File: config.mk
export PLATFORM = sky130hd
export DESIGN_NAME = sub_sched2
export DESIGN_NICKNAME = d
export VERILOG_FILES = /design/src/rtl/sub_sched2.sv
export SDC_FILE = /design/constraint.sdc
export NUM_CORES = 1
export LEC_CHECK = 0
export BUFFER_PORTS_ARGS = -buffer_cell sky130_fd_sc_hd__buf_4
export CAP_MARGIN = 0
export CORE_MARGIN = 8
export CORE_UTILIZATION = 30
export DETAILED_ROUTE_END_ITERATION = 12
export MAX_ROUTING_LAYER = met4
export PLACE_DENSITY = 0.62
export SLEW_MARGIN = 20
export SYNTH_ARGS = -nofsm -noshare
export SYNTH_HDL_FRONTEND = slang
export SYNTH_SLANG_ARGS = --single-unit
export TNS_END_PERCENT = 50
File: constraint.sdc
create_clock -name clk -period 18.5 [get_ports clk]
set_input_delay 2.775 -clock clk [delete_from_list [all_inputs] [get_ports clk]]
set_output_delay 2.775 -clock clk [all_outputs]
set_load 0.005 [all_outputs]
File: src/rtl/sub_sched2.sv
`default_nettype none
// ============================================================================
// Module   : sub_sched2 (with helper sub_sched2_rca)
// Purpose  : Round-robin scheduler that serves two requesters on a single
//            shared N-bit ripple subtractor. Each 2N-bit subtraction runs as
//            two passes (low half, then high half with the carry chained in).
//            The result is held in an output register until it is accepted.
// Ports    : clk, rst                          clock, async active-high reset
//            req{0,1}_valid/ready/a/b          requester handshakes, 2N operands
//            res_valid/ready                   result handshake
//            res_diff, res_borrow, res_ovf     a-b, unsigned borrow, signed ovf
//            res_id                            requester that issued the result
//            busy                              any state other than IDLE
// Revision : 1.0 - initial release
// ============================================================================

// N-bit ripple subtractor: o_diff = i_a + ~i_b + i_c_in
module sub_sched2_rca #(
    parameter int N = 32
) (
    input  logic [N-1:0] i_a,
    input  logic [N-1:0] i_b,
    input  logic         i_c_in,
    output logic [N-1:0] o_diff,
    output logic         o_c_out
);
    logic [N:0] w_c;

    assign w_c[0] = i_c_in;

    for (genvar i = 0; i < N; i++) begin : g_bit
        logic w_nb;
        logic w_p;
        assign w_nb        = ~i_b[i];
        assign w_p         = i_a[i] ^ w_nb;
        assign o_diff[i]   = w_p ^ w_c[i];
        assign w_c[i+1]    = (i_a[i] & w_nb) | (w_p & w_c[i]);
    end

    assign o_c_out = w_c[N];
endmodule

module sub_sched2 #(
    parameter int N = 32
) (
    input  logic           clk,
    input  logic           rst,
    input  logic           req0_valid,
    output logic           req0_ready,
    input  logic [2*N-1:0] req0_a,
    input  logic [2*N-1:0] req0_b,
    input  logic           req1_valid,
    output logic           req1_ready,
    input  logic [2*N-1:0] req1_a,
    input  logic [2*N-1:0] req1_b,
    output logic           res_valid,
    input  logic           res_ready,
    output logic [2*N-1:0] res_diff,
    output logic           res_borrow,
    output logic           res_ovf,
    output logic           res_id,
    output logic           busy
);
    localparam logic [1:0] S_IDLE = 2'd0;
    localparam logic [1:0] S_LO   = 2'd1;
    localparam logic [1:0] S_HI   = 2'd2;
    localparam logic [1:0] S_DONE = 2'd3;

    logic [1:0]     r_state;
    logic [1:0]     w_next_state;

    logic           r_ptr;
    logic           r_id;
    logic [2*N-1:0] r_a;
    logic [2*N-1:0] r_b;
    logic [N-1:0]   r_diff_lo;
    logic [N-1:0]   r_diff_hi;
    logic           r_carry;
    logic           r_borrow;
    logic           r_ovf;

    logic           w_grant;
    logic           w_hs;
    logic [N-1:0]   w_sub_a;
    logic [N-1:0]   w_sub_b;
    logic           w_sub_cin;
    logic [N-1:0]   w_sub_diff;
    logic           w_sub_cout;

    // On a tie the pointer decides; otherwise the only valid requester wins.
    // With nobody valid the grant value is irrelevant since ready is gated by valid.
    assign w_grant = (req0_valid && req1_valid) ? r_ptr : req1_valid;
    assign w_hs    = req0_ready | req1_ready;

    // ------------------------------------------------------------------
    // State register
    // ------------------------------------------------------------------
    always_ff @(posedge clk or posedge rst) begin
        if (rst) begin
            r_state <= S_IDLE;
        end else begin
            r_state <= w_next_state;
        end
    end

    // ------------------------------------------------------------------
    // Next-state logic
    // ------------------------------------------------------------------
    always_comb begin
        w_next_state = r_state;
        case (r_state)
            S_IDLE:  if (w_hs) w_next_state = S_LO;
            S_LO:    w_next_state = S_HI;
            S_HI:    w_next_state = S_DONE;
            S_DONE:  if (res_ready) w_next_state = S_IDLE;
            default: w_next_state = S_IDLE;
        endcase
    end

    // ------------------------------------------------------------------
    // Output / datapath-control logic
    // ------------------------------------------------------------------
    always_comb begin
        // Ready is held low while reset is asserted so all outputs read 0.
        req0_ready = 1'b0;
        req1_ready = 1'b0;
        res_valid  = 1'b0;
        busy       = 1'b1;
        w_sub_a    = r_a[N-1:0];
        w_sub_b    = r_b[N-1:0];
        w_sub_cin  = 1'b1;
        case (r_state)
            S_IDLE: begin
                busy       = 1'b0;
                req0_ready = ~rst & ~w_grant & req0_valid;
                req1_ready = ~rst &  w_grant & req1_valid;
            end
            S_HI: begin
                w_sub_a   = r_a[2*N-1:N];
                w_sub_b   = r_b[2*N-1:N];
                w_sub_cin = r_carry;
            end
            S_DONE: begin
                res_valid = 1'b1;
            end
            default: begin
            end
        endcase
    end

    sub_sched2_rca #(.N(N)) u_sub (
        .i_a     (w_sub_a),
        .i_b     (w_sub_b),
        .i_c_in  (w_sub_cin),
        .o_diff  (w_sub_diff),
        .o_c_out (w_sub_cout)
    );

    // ------------------------------------------------------------------
    // Operand capture and result registers
    // ------------------------------------------------------------------
    always_ff @(posedge clk or posedge rst) begin
        if (rst) begin
            r_ptr     <= 1'b0;
            r_id      <= 1'b0;
            r_a       <= '0;
            r_b       <= '0;
            r_diff_lo <= '0;
            r_diff_hi <= '0;
            r_carry   <= 1'b0;
            r_borrow  <= 1'b0;
            r_ovf     <= 1'b0;
        end else begin
            if (w_hs) begin
                r_a   <= w_grant ? req1_a : req0_a;
                r_b   <= w_grant ? req1_b : req0_b;
                r_id  <= w_grant;
                r_ptr <= ~w_grant;
            end
            if (r_state == S_LO) begin
                r_diff_lo <= w_sub_diff;
                r_carry   <= w_sub_cout;
            end
            if (r_state == S_HI) begin
                r_diff_hi <= w_sub_diff;
                r_borrow  <= ~w_sub_cout;
                // Signed overflow: operand signs differ and result sign differs from a.
                r_ovf     <= (r_a[2*N-1] ^ r_b[2*N-1]) & (w_sub_diff[N-1] ^ r_a[2*N-1]);
            end
        end
    end

    assign res_diff   = {r_diff_hi, r_diff_lo};
    assign res_borrow = r_borrow;
    assign res_ovf    = r_ovf;
    assign res_id     = r_id;

endmodule
`default_nettype wire
==> impl_metrics.tcl, run 1 <==
set metrics [dict create \
    status "finished clean" \
    vias 7779 \
    antenna_cells 0 \
    grt_antenna_before_repair 0 \
    fin_cells 1559 \
    clk_latency_ns 0.44 \
    skew_ns 0.0138 \
    setup_viol 0 \
    htreeDepth 4 \
    place.gp.congestion 0.841 \
    min_period_ns 16.52 \
    crit_path_end_kind "flop" \
    drt-pass1-iter-count 5 \
    post_cts_buffers 0 \
    relSlewSlack_pct 35.7 \
    wl_per_cell_um 21.4 \
    ys_ff_latch 199 \
    coreArea_mm2 0.0333 \
    synth_top_area_share_pct 49.4 \
    yosys.area.top_type "dfrtp_1" \
    synthArstFlopShare_pct 100 \
    routed_wl_um 33400 \
    nets 1395 \
    ys_types 28 \
    die_w_um 199 \
    start_util_pct 30.3 \
    drv_cap 0 \
    cp-start-kind "flop" \
    clock_path_buffers 2 \
    drc 0 \
    tightest_slew_ns 0.964 \
    syn-cell-area_mm2 0.0101 \
    powerDensity_mw_per_mm2 185 \
    slew_violations 0 \
    numCtsBuffers 17 \
    num_io_pins 332 \
    io_buffers 331 \
    crit_type "flop to flop" \
    synth_nets 1111 \
    worstPathMaxFanout 32 \
    tns_ns 0 \
    leakagePower_nw 6.24 \
    synthFlopType "dfrtp_1" \
    post_cts_resized 0 \
    irDropWorstVdd_mv 0.0841 \
    ys_warn_count 0 \
    grt-ovfl-total 0 \
    grt_pass1_wl_um 50500 \
    holdWs_ns 0.509 \
    holdCritPathClass "flop to flop" \
    worst_path_most_repeated_cell "fa_1" \
    rsz0062_at_grt "false" \
    synth_edf_count 0 \
    cts_tree "built" \
    syn2layout_area_growth_pct 33.7 \
    place_inst 1527 \
    synth.area.top_cells "dfrtp_1 (49%), a221o_1 (11%), mux2i_1 (8.8%), a21boi_0 (8.3%), fa_1 (6.4%)" \
    hpwl_um 24200 \
    worstPathRequired_ns 18.86 \
    grt_pass1_vias 8441 \
    seq_area_frac_synth_pct 49.4 \
    clock-sinks 199 \
    drive_gt1_share_pct 38.1 \
    drt_iter0_markers 315 \
    worstPathArrival_ns 16.88 \
    rrSetupSlack_ns 1.98 \
    rows 67 \
    total_power_mw 2.49 \
    cts_root_buffer "clkbuf_16" \
    hold_violations 0 \
    vias_per_cell 4.99 \
    ctsHoldBuffers 0 \
    syn_inst 814 \
    postRouteAntennaNets 0 \
    grt_max_degree 132 \
    max_freq_mhz 60.5 \
    slowest_delay_ns 0.52 \
    crit_slowest_cell "ha_4" \
    finalCritPeriodShare_pct 89.3 \
    die_h_um 199 \
    clkSlewWorstSetupHoldPaths_ns 0.08 \
    syn_avg_cell_area_um2 12.4 \
    grt.total_usage_pct 17.0 \
    dieArea_mm2 0.0397 \
]
-- metrics by stage --
stage	setup WS, ns	cell area (µm²)	utilization [%]
floorplan	2.64	10100	-
global placement	1.89	12900	38.7
detailed placement	1.78	12900	38.7
CTS	1.74	13500	40.5
global route	1.29	13500	40.5
finish	1.98	13500	40.5
-- worst max-delay path: cells and delay by family, from the launching register on --
kind / cells / cell delay, ns
and+or+nand+nor: 1 / 0.46
AOI/OAI and AO/OA: 1 / 0.17
DFF: 1 / 0.43
muxes: 1 / 0.34
adders and majority gates: 33 / 14.73
buffers and inverters: 3 / 0.30
-- area by class of cell --
cell class	count	area, µm²
fillers	3239	19800
multi-input cells	475	4520
inverters	64	248
clock inverters	14	173
clock buffers	18	439
repair buffers	341	2560
flip-flops and latches	199	4980
well taps	448	561
-- worst paths after layout --
path                                   startpoint                         to  depth (start not counted)
setup / recovery           r_state[0]$_DFFE_PP0P_        res_ovf$_DFFE_PP0P_                         39
hold / removal                r_carry$_DFFE_PP0N_        r_carry$_DFFE_PP0N_                          1
setup reg to reg           r_state[0]$_DFFE_PP0P_        res_ovf$_DFFE_PP0P_                         39
hold reg to reg               r_carry$_DFFE_PP0N_        r_carry$_DFFE_PP0N_                          1
max in group asynchronous                     rst  r_diff_lo[28]$_DFFE_PP0N_                          3
min in group asynchronous                     rst         res_id$_DFFE_PP0P_                          2
-- synthesized netlist by cell type (all sizes together) (2+ instances only) --
| library cell | number |
|---|---|
| buf | 35 |
| nor2b | 2 |
| a21boi | 112 |
| inv | 64 |
| clkbuf | 41 |
| nand2b | 2 |
| a221o | 112 |
| mux2 | 42 |
| o21ai | 16 |
| ha | 4 |
| nand3b | 2 |
| a21oi | 19 |
| a31oi | 18 |
| fa | 32 |
| dfrtp | 199 |
| nand3 | 16 |
| mux2i | 89 |
-- cells by family (layout without fill, tap and decap cells) --
family / after synthesis / in the layout / share of synthesized area, %
AND/OR/NAND/NOR: 28 / 28 / 1.58
AO/OA/AOI/OAI: 280 / 280 / 22.6
multiplexers: 131 / 131 / 13.5
adder cells (fa/ha/maj): 36 / 36 / 6.85
flip-flops: 199 / 199 / 49.4
buffers and inverters: 140 / 437 / 6.12
-- cell usage in the layout (no fill, tap or decap), types with 2 or more instances in the layout --
| cell | n |
|---|---|
| nand3_1 | 16 |
| a221o_1 | 112 |
| nand3b_1 | 2 |
| o21ai_0 | 16 |
| a21boi_0 | 112 |
| a21oi_1 | 18 |
| clkbuf_16 | 17 |
| fa_1 | 32 |
| buf_4 | 341 |
| bufinv_16 | 2 |
| a31oi_1 | 18 |
| dfrtp_1 | 199 |
| inv_8 | 4 |
| nor2b_1 | 2 |
| ha_1 | 2 |
| mux2i_1 | 89 |
| inv_6 | 8 |
| nand2b_1 | 2 |
| inv_1 | 63 |
| mux2_2 | 42 |
-- sequential cells by signal, indices dropped and copies added (netlist names) --
signal / cells
r_diff_lo: 32
res_id: 1
r_carry: 1
r_ptr: 1
r_a: 64
r_state: 2
r_diff_hi: 32
r_b: 64
res_borrow: 1
res_ovf: 1
-- routing by layer --
metal  track usage (%)  wire [µm]  vias to the layer above
met5                 -          0                        -
li1                  -          -                     3595
met4              5.23        641                        0
met2              26.2      15700                      232
met3              3.40       1690                       28
met1              22.3      15300                     3924
-- power breakdown --
part,leakage (nW),switching (mW),internal [mW]
Sequential,2.42,0.127,0.658
Clock,0.303,0.189,0.210
Combinational,3.52,0.636,0.671
Total,6.24,0.952,1.54
No activity file was read; power rests on OpenSTA's default activity.
==> run 2, diff against run 1 <==
--- a/config.mk
+++ b/config.mk
@@ -7,11 +7,13 @@
 export LEC_CHECK = 0
 export BUFFER_PORTS_ARGS = -buffer_cell sky130_fd_sc_hd__buf_4
 export CAP_MARGIN = 0
+export CORE_ASPECT_RATIO = 1.75
 export CORE_MARGIN = 8
 export CORE_UTILIZATION = 30
 export DETAILED_ROUTE_END_ITERATION = 12
 export MAX_ROUTING_LAYER = met4
 export PLACE_DENSITY = 0.62
+export RECOVER_POWER = 100
 export SLEW_MARGIN = 20
 export SYNTH_ARGS = -nofsm -noshare
 export SYNTH_HDL_FRONTEND = slang
==> run 2 against run 1 <==
Effect of this change:
- the flow now finishes with violations (max-capacitance violations, max-slew violations)
- sequential cell count unchanged
- setup slack better by 0.084 ns
- critical path depth down 3
- register-to-register slack improved by 0.08 ns
- total power is 2.7% lower
- die area increased by 0.58%
- sequential share of layout area increased by 0.84 points
- clock skew is 0.0027 ns lower
- combinational power is 3% lower
- hold slack worse by 0.010 ns
- fmax increased by 0.51%
- critical endpoint unchanged
==> impl_metrics.tcl, run 2 (synthesized netlist as in run 1, its figures left out) <==
set metrics [dict create \
    finalCritPeriodShare_pct 88.8 \
    cts_root_buffer "clkbuf_16" \
    routed_wl_um 34300 \
    slew_violations 445 \
    grt.total_usage_pct 17.4 \
    htreeDepth 4 \
    numCtsBuffers 17 \
    rows 89 \
    clock-sinks 199 \
    min_period_ns 16.43 \
    slowest_delay_ns 0.64 \
    num_io_pins 332 \
    holdCritPathClass "flop to flop" \
    post_cts_buffers 0 \
    vias_per_cell 5.15 \
    reg_top3 "r_a x64, r_b x64" \
    grt_use_met3_pct 3.40 \
    rsz0062_at_grt "false" \
    fin_cells 1519 \
    drv_cap 6 \
    setup_viol 0 \
    crit_type "flop to flop" \
    fill_cells 3323 \
    grt-ovfl-total 0 \
    place.gp.congestion 0.825 \
    worstPathRequired_ns 18.87 \
    crit_slowest_cell "buf_4" \
    irDropWorstVdd_mv 0.0708 \
    worst_path_most_repeated_cell "fa_1" \
    clk_latency_ns 0.44 \
    grt_pass1_vias 8617 \
    worstPathArrival_ns 16.80 \
    die_h_um 259 \
    drc 0 \
    coreArea_mm2 0.0334 \
    most-common-layout-cells "buf_4 (265), dfrtp_1 (199), a21boi_0 (112), a221o_1 (112), mux2i_1 (89)" \
    grt_pass1_wl_um 51200 \
    final_common_cell "buf_4" \
    nets 1394 \
    gr-usage-met1_pct 17.9 \
    clock_path_buffers 2 \
    skew_ns 0.0111 \
    violations "max-capacitance violations, max-slew violations" \
    die_w_um 155 \
    wl_per_cell_um 22.5 \
    clkSlewWorstSetupHoldPaths_ns 0.07 \
    vias 7822 \
    cts_tree "built" \
    hold_violations 0 \
    tightest_slew_ns 5.94 \
    worstPathMaxFanout 42 \
    io_buffers 331 \
    drt_iter0_markers 381 \
    critPathTopFamily "adder cells" \
    hpwl_um 25400 \
    start_util_pct 30.2 \
    grt_max_degree 134 \
    status "complete, but fails checks" \
    drt-pass1-iter-count 5 \
    place_inst 1487 \
    grt_antenna_before_repair 2 \
    relSlewSlack_pct -298 \
    post_cts_resized 0 \
    crit_path_end_kind "flop" \
    dieArea_mm2 0.0400 \
    critPathBufInv 3 \
    powerDensity_mw_per_mm2 184 \
    use_met2_pct 31.5 \
    max_freq_mhz 60.9 \
    cp-start-kind "flop" \
    tns_ns 0 \
    grt_busiest_layer "met2" \
    ctsHoldBuffers 0 \
    syn2layout_area_growth_pct 30.7 \
    leakagePower_nw 6.01 \
    postRouteAntennaNets 0 \
    drive_gt1_share_pct 32.5 \
]
## run 2: cell types whose count changed in the layout (fill, tap and decap cells not counted), moves of 3 or more
cell	before	now
inv_8	4	0
inv_6	8	1
clkbuf_8	1	4
clkbuf_1	0	57
buf_4	341	265
clkbuf_4	0	20
## run 2: final cells by class
class	instances	area (µm²)	share of cell area (%)
diodes	2	5.00	0.0380
clock buffers	23	488	3.70
clock inverters	7	93.8	0.712
inverters	64	241	1.83
multi-input cells	475	4520	34.3
flip-flops and latches	199	4980	37.8
well taps	409	512	3.88
repair buffers	340	2350	17.8
## run 2: report_power, final
part	switching, mW	leakage, nW	internal [mW]	total (mW)
clock network	0.166	0.282	0.212	0.378
logic	0.644	3.31	0.624	1.27
registers	0.116	2.42	0.660	0.777
total	0.927	6.01	1.50	2.42
## run 2: stage by stage
step,util (%),hold slack [ns],power [mW],worst slack (ns),area [µm²]
3_3_place_gp,38.4,0.486,2.09,2.00,12800
3_5_place_dp,38.4,0.488,2.12,1.84,12800
4_1_cts,40.1,0.504,2.52,1.85,13400
2_1_floorplan,-,0.472,1.64,2.64,10100
6_report,39.5,0.499,2.42,2.07,13200
5_1_grt,39.5,0.521,2.62,1.36,13200
## run 2: routing by layer
metal  share of wire, %  up-vias
met5                  0        -
met4                3.5        0
met3                4.2       46
met2                 55      255
met1                 37     3934
li1                   -     3587
## run 2: worst register-to-register path: cells and delay by family, from the launching register on
kind                     cells  cell delay, ns
AO/OA/AOI/OAI                1            0.17
multiplexers                 1            0.47
flip-flops                   1            0.41
adder cells (fa/ha/maj)     30           13.96
AND/OR/NAND/NOR              1            0.45
buffers and inverters        3            0.88
## run 2: path summary, 6_finish.rpt
kind | cells past startpoint | startpoint | slack, ns | endpoint
max in group asynchronous | 3 | rst | 9.29 | r_b[19]$_DFFE_PP0P_
max reg2reg | 36 | r_state[0]$_DFFE_PP0P_ | 2.07 | res_ovf$_DFFE_PP0P_
min in group asynchronous | 2 | rst | 4.19 | r_a[63]$_DFFE_PP0P_
max | 36 | r_state[0]$_DFFE_PP0P_ | 2.07 | res_ovf$_DFFE_PP0P_
min | 1 | r_carry$_DFFE_PP0N_ | 0.50 | r_carry$_DFFE_PP0N_
min reg2reg | 1 | r_carry$_DFFE_PP0N_ | 0.50 | r_carry$_DFFE_PP0N_
==> run 3, diff against run 2 <==
--- a/config.mk
+++ b/config.mk
@@ -12,7 +12,7 @@
 export CORE_UTILIZATION = 30
 export DETAILED_ROUTE_END_ITERATION = 12
 export MAX_ROUTING_LAYER = met4
-export PLACE_DENSITY = 0.62
+export PLACE_DENSITY = 0.59
 export RECOVER_POWER = 100
 export SLEW_MARGIN = 20
 export SYNTH_ARGS = -nofsm -noshare
==> run 3 against run 2 <==
Effect of this change:
- the run still ends with max-capacitance violations, max-slew violations left
- critical endpoint unchanged
- cell count about the same
- clock skew up 0.0036 ns
- critical path depth up 3
- die area unchanged
- highest routed layer unchanged
- global-route usage up 0.19 points
- setup slack worse by 0.018 ns
- non-clock buffer count unchanged
- combinational power about the same
- via count down 0.17%
==> impl_metrics.tcl, run 3 (synthesized netlist as in run 1, its figures left out) <==
set metrics [dict create \
    status "complete, but fails checks" \
    violations "max-capacitance violations, max-slew violations" \
    routed_wl_um 34300 \
    cp-start-kind "flop" \
    clock-sinks 199 \
    grt.total_usage_pct 17.6 \
    clkSlewWorstSetupHoldPaths_ns 0.07 \
    relSlewSlack_pct -289 \
    dieArea_mm2 0.0400 \
    slowest_delay_ns 0.56 \
    grt-ovfl-total 0 \
    num_io_pins 332 \
    crit_slowest_cell "ha_4" \
    skew_ns 0.0147 \
    cts_tree "built" \
    finalWorstSetupSlack_ns 2.05 \
    worstPathRequired_ns 18.87 \
    critPathBufInv 3 \
    drc 0 \
    hold_violations 0 \
    start_util_pct 30.2 \
    crit_type "flop to flop" \
    grt_antenna_before_repair 1 \
    leakagePower_nw 5.98 \
    grt_pass1_vias 8700 \
    grt_pass1_wl_um 51800 \
    hpwl_um 25400 \
    most-common-layout-cells "buf_4 (264), dfrtp_1 (199), a21boi_0 (112), a221o_1 (112), mux2i_1 (89)" \
    critPathTopFamily "adder cells" \
    post_cts_buffers 0 \
    clock_path_buffers 2 \
    holdWs_ns 0.480 \
    min_from "res_id$_DFFE_PP0P_" \
    tightest_slew_ns 5.81 \
    slew_violations 508 \
    worstPathArrival_ns 16.82 \
    vias 7809 \
    drt-pass1-iter-count 6 \
    place.gp.congestion 0.808 \
    drt_iter0_markers 401 \
    cts_root_buffer "clkbuf_16" \
    ctsHoldBuffers 0 \
    grt_max_degree 129 \
    holdCritPathClass "flop to flop" \
    coreArea_mm2 0.0334 \
    place_inst 1487 \
    rsz0062_at_grt "false" \
    drive_gt1_share_pct 32.5 \
    min_period_ns 16.45 \
    worstReg2RegStart "r_state[0]$_DFFE_PP0P_" \
    numCtsBuffers 17 \
    htreeDepth 4 \
    postRouteAntennaNets 0 \
    powerDensity_mw_per_mm2 182 \
    nets 1394 \
    fin_cells 1520 \
    finalCritPeriodShare_pct 88.9 \
    vias_per_cell 5.14 \
    wl_per_cell_um 22.6 \
    irDropWorstVdd_mv 0.0821 \
    setup_viol 0 \
    worst_path_most_repeated_cell "fa_1" \
    rows 89 \
    io_buffers 331 \
    drv_cap 7 \
    crit_path_end_kind "flop" \
    tns_ns 0 \
    syn2layout_area_growth_pct 30.3 \
    fill_cells 3328 \
    reg_top3 "r_a x64, r_b x64" \
    r2r_end "res_ovf$_DFFE_PP0P_" \
    final_common_cell "buf_4" \
    worstPathMaxFanout 36 \
    max_freq_mhz 60.8 \
    clk_latency_ns 0.45 \
    worstHoldEndpoint "res_id$_DFFE_PP0P_" \
    ff2ff_path_depth 39 \
    preCtsSetupSlack_ns 1.84 \
    rrSetupSlack_ns 2.05 \
    final_util_pct 39.3 \
    die_w_um 155 \
    post_cts_resized 0 \
    hold_path_depth 1 \
    die_h_um 259 \
]
==> run 3: final cells by class <==
class	instances	area [µm²]	share of cell area, %
repair buffers	340	2340	17.8
well taps	409	512	3.90
diodes	1	2.50	0.0190
flip-flops and latches	199	4980	37.9
multi-input cells	475	4520	34.4
clock inverters	10	72.6	0.552
inverters	64	241	1.84
clock buffers	22	474	3.61
==> run 3: layer usage <==
layer | GRT usage [%] | share of wire, % | wire (µm)
met5 | - | 0 | 0
met4 | 9.21 | 3.4 | 1180
met3 | 3.39 | 4.0 | 1370
met2 | 30.7 | 55 | 18700
met1 | 18.6 | 38 | 13100
==> run 3: metrics by stage <==
stage | power (mW) | cell area, µm²
global placement | 2.10 | 12800
CTS | 2.49 | 13400
floorplan | 1.64 | 10100
global route | 2.59 | 13100
detailed placement | 2.13 | 12800
finish | 2.39 | 13100
==> run 3: how the worst max path moves through the flow <==
| stage | start | endpoint | slack, ns | cells past startpoint |
|---|---|---|---|---|
| 6_report | r_state[0]$_DFFE_PP0P_ | res_ovf$_DFFE_PP0P_ | 2.05 | 39 |
| 5_1_grt | r_state[0]$_DFFE_PP0P_ | res_ovf$_DFFE_PP0P_ | 1.38 | 39 |
| 4_1_cts | r_state[0]$_DFFE_PP0P_ | res_ovf$_DFFE_PP0P_ | 1.82 | 39 |
| 3_5_place_dp | r_state[0]$_DFFE_PP0P_ | res_ovf$_DFFE_PP0P_ | 1.84 | 39 |
| 3_3_place_gp | r_state[0]$_DFFE_PP0P_ | res_ovf$_DFFE_PP0P_ | 1.95 | 39 |
| 2_1_floorplan | r_state[0]$_DFFE_PP0P_ | res_ovf$_DFFE_PP0P_ | 2.64 | 41 |
==> run 3: power by group <==
part	switching, mW	leakage (nW)	internal [mW]
Sequential	0.120	2.42	0.660
Clock	0.171	0.262	0.183
Combinational	0.637	3.30	0.622
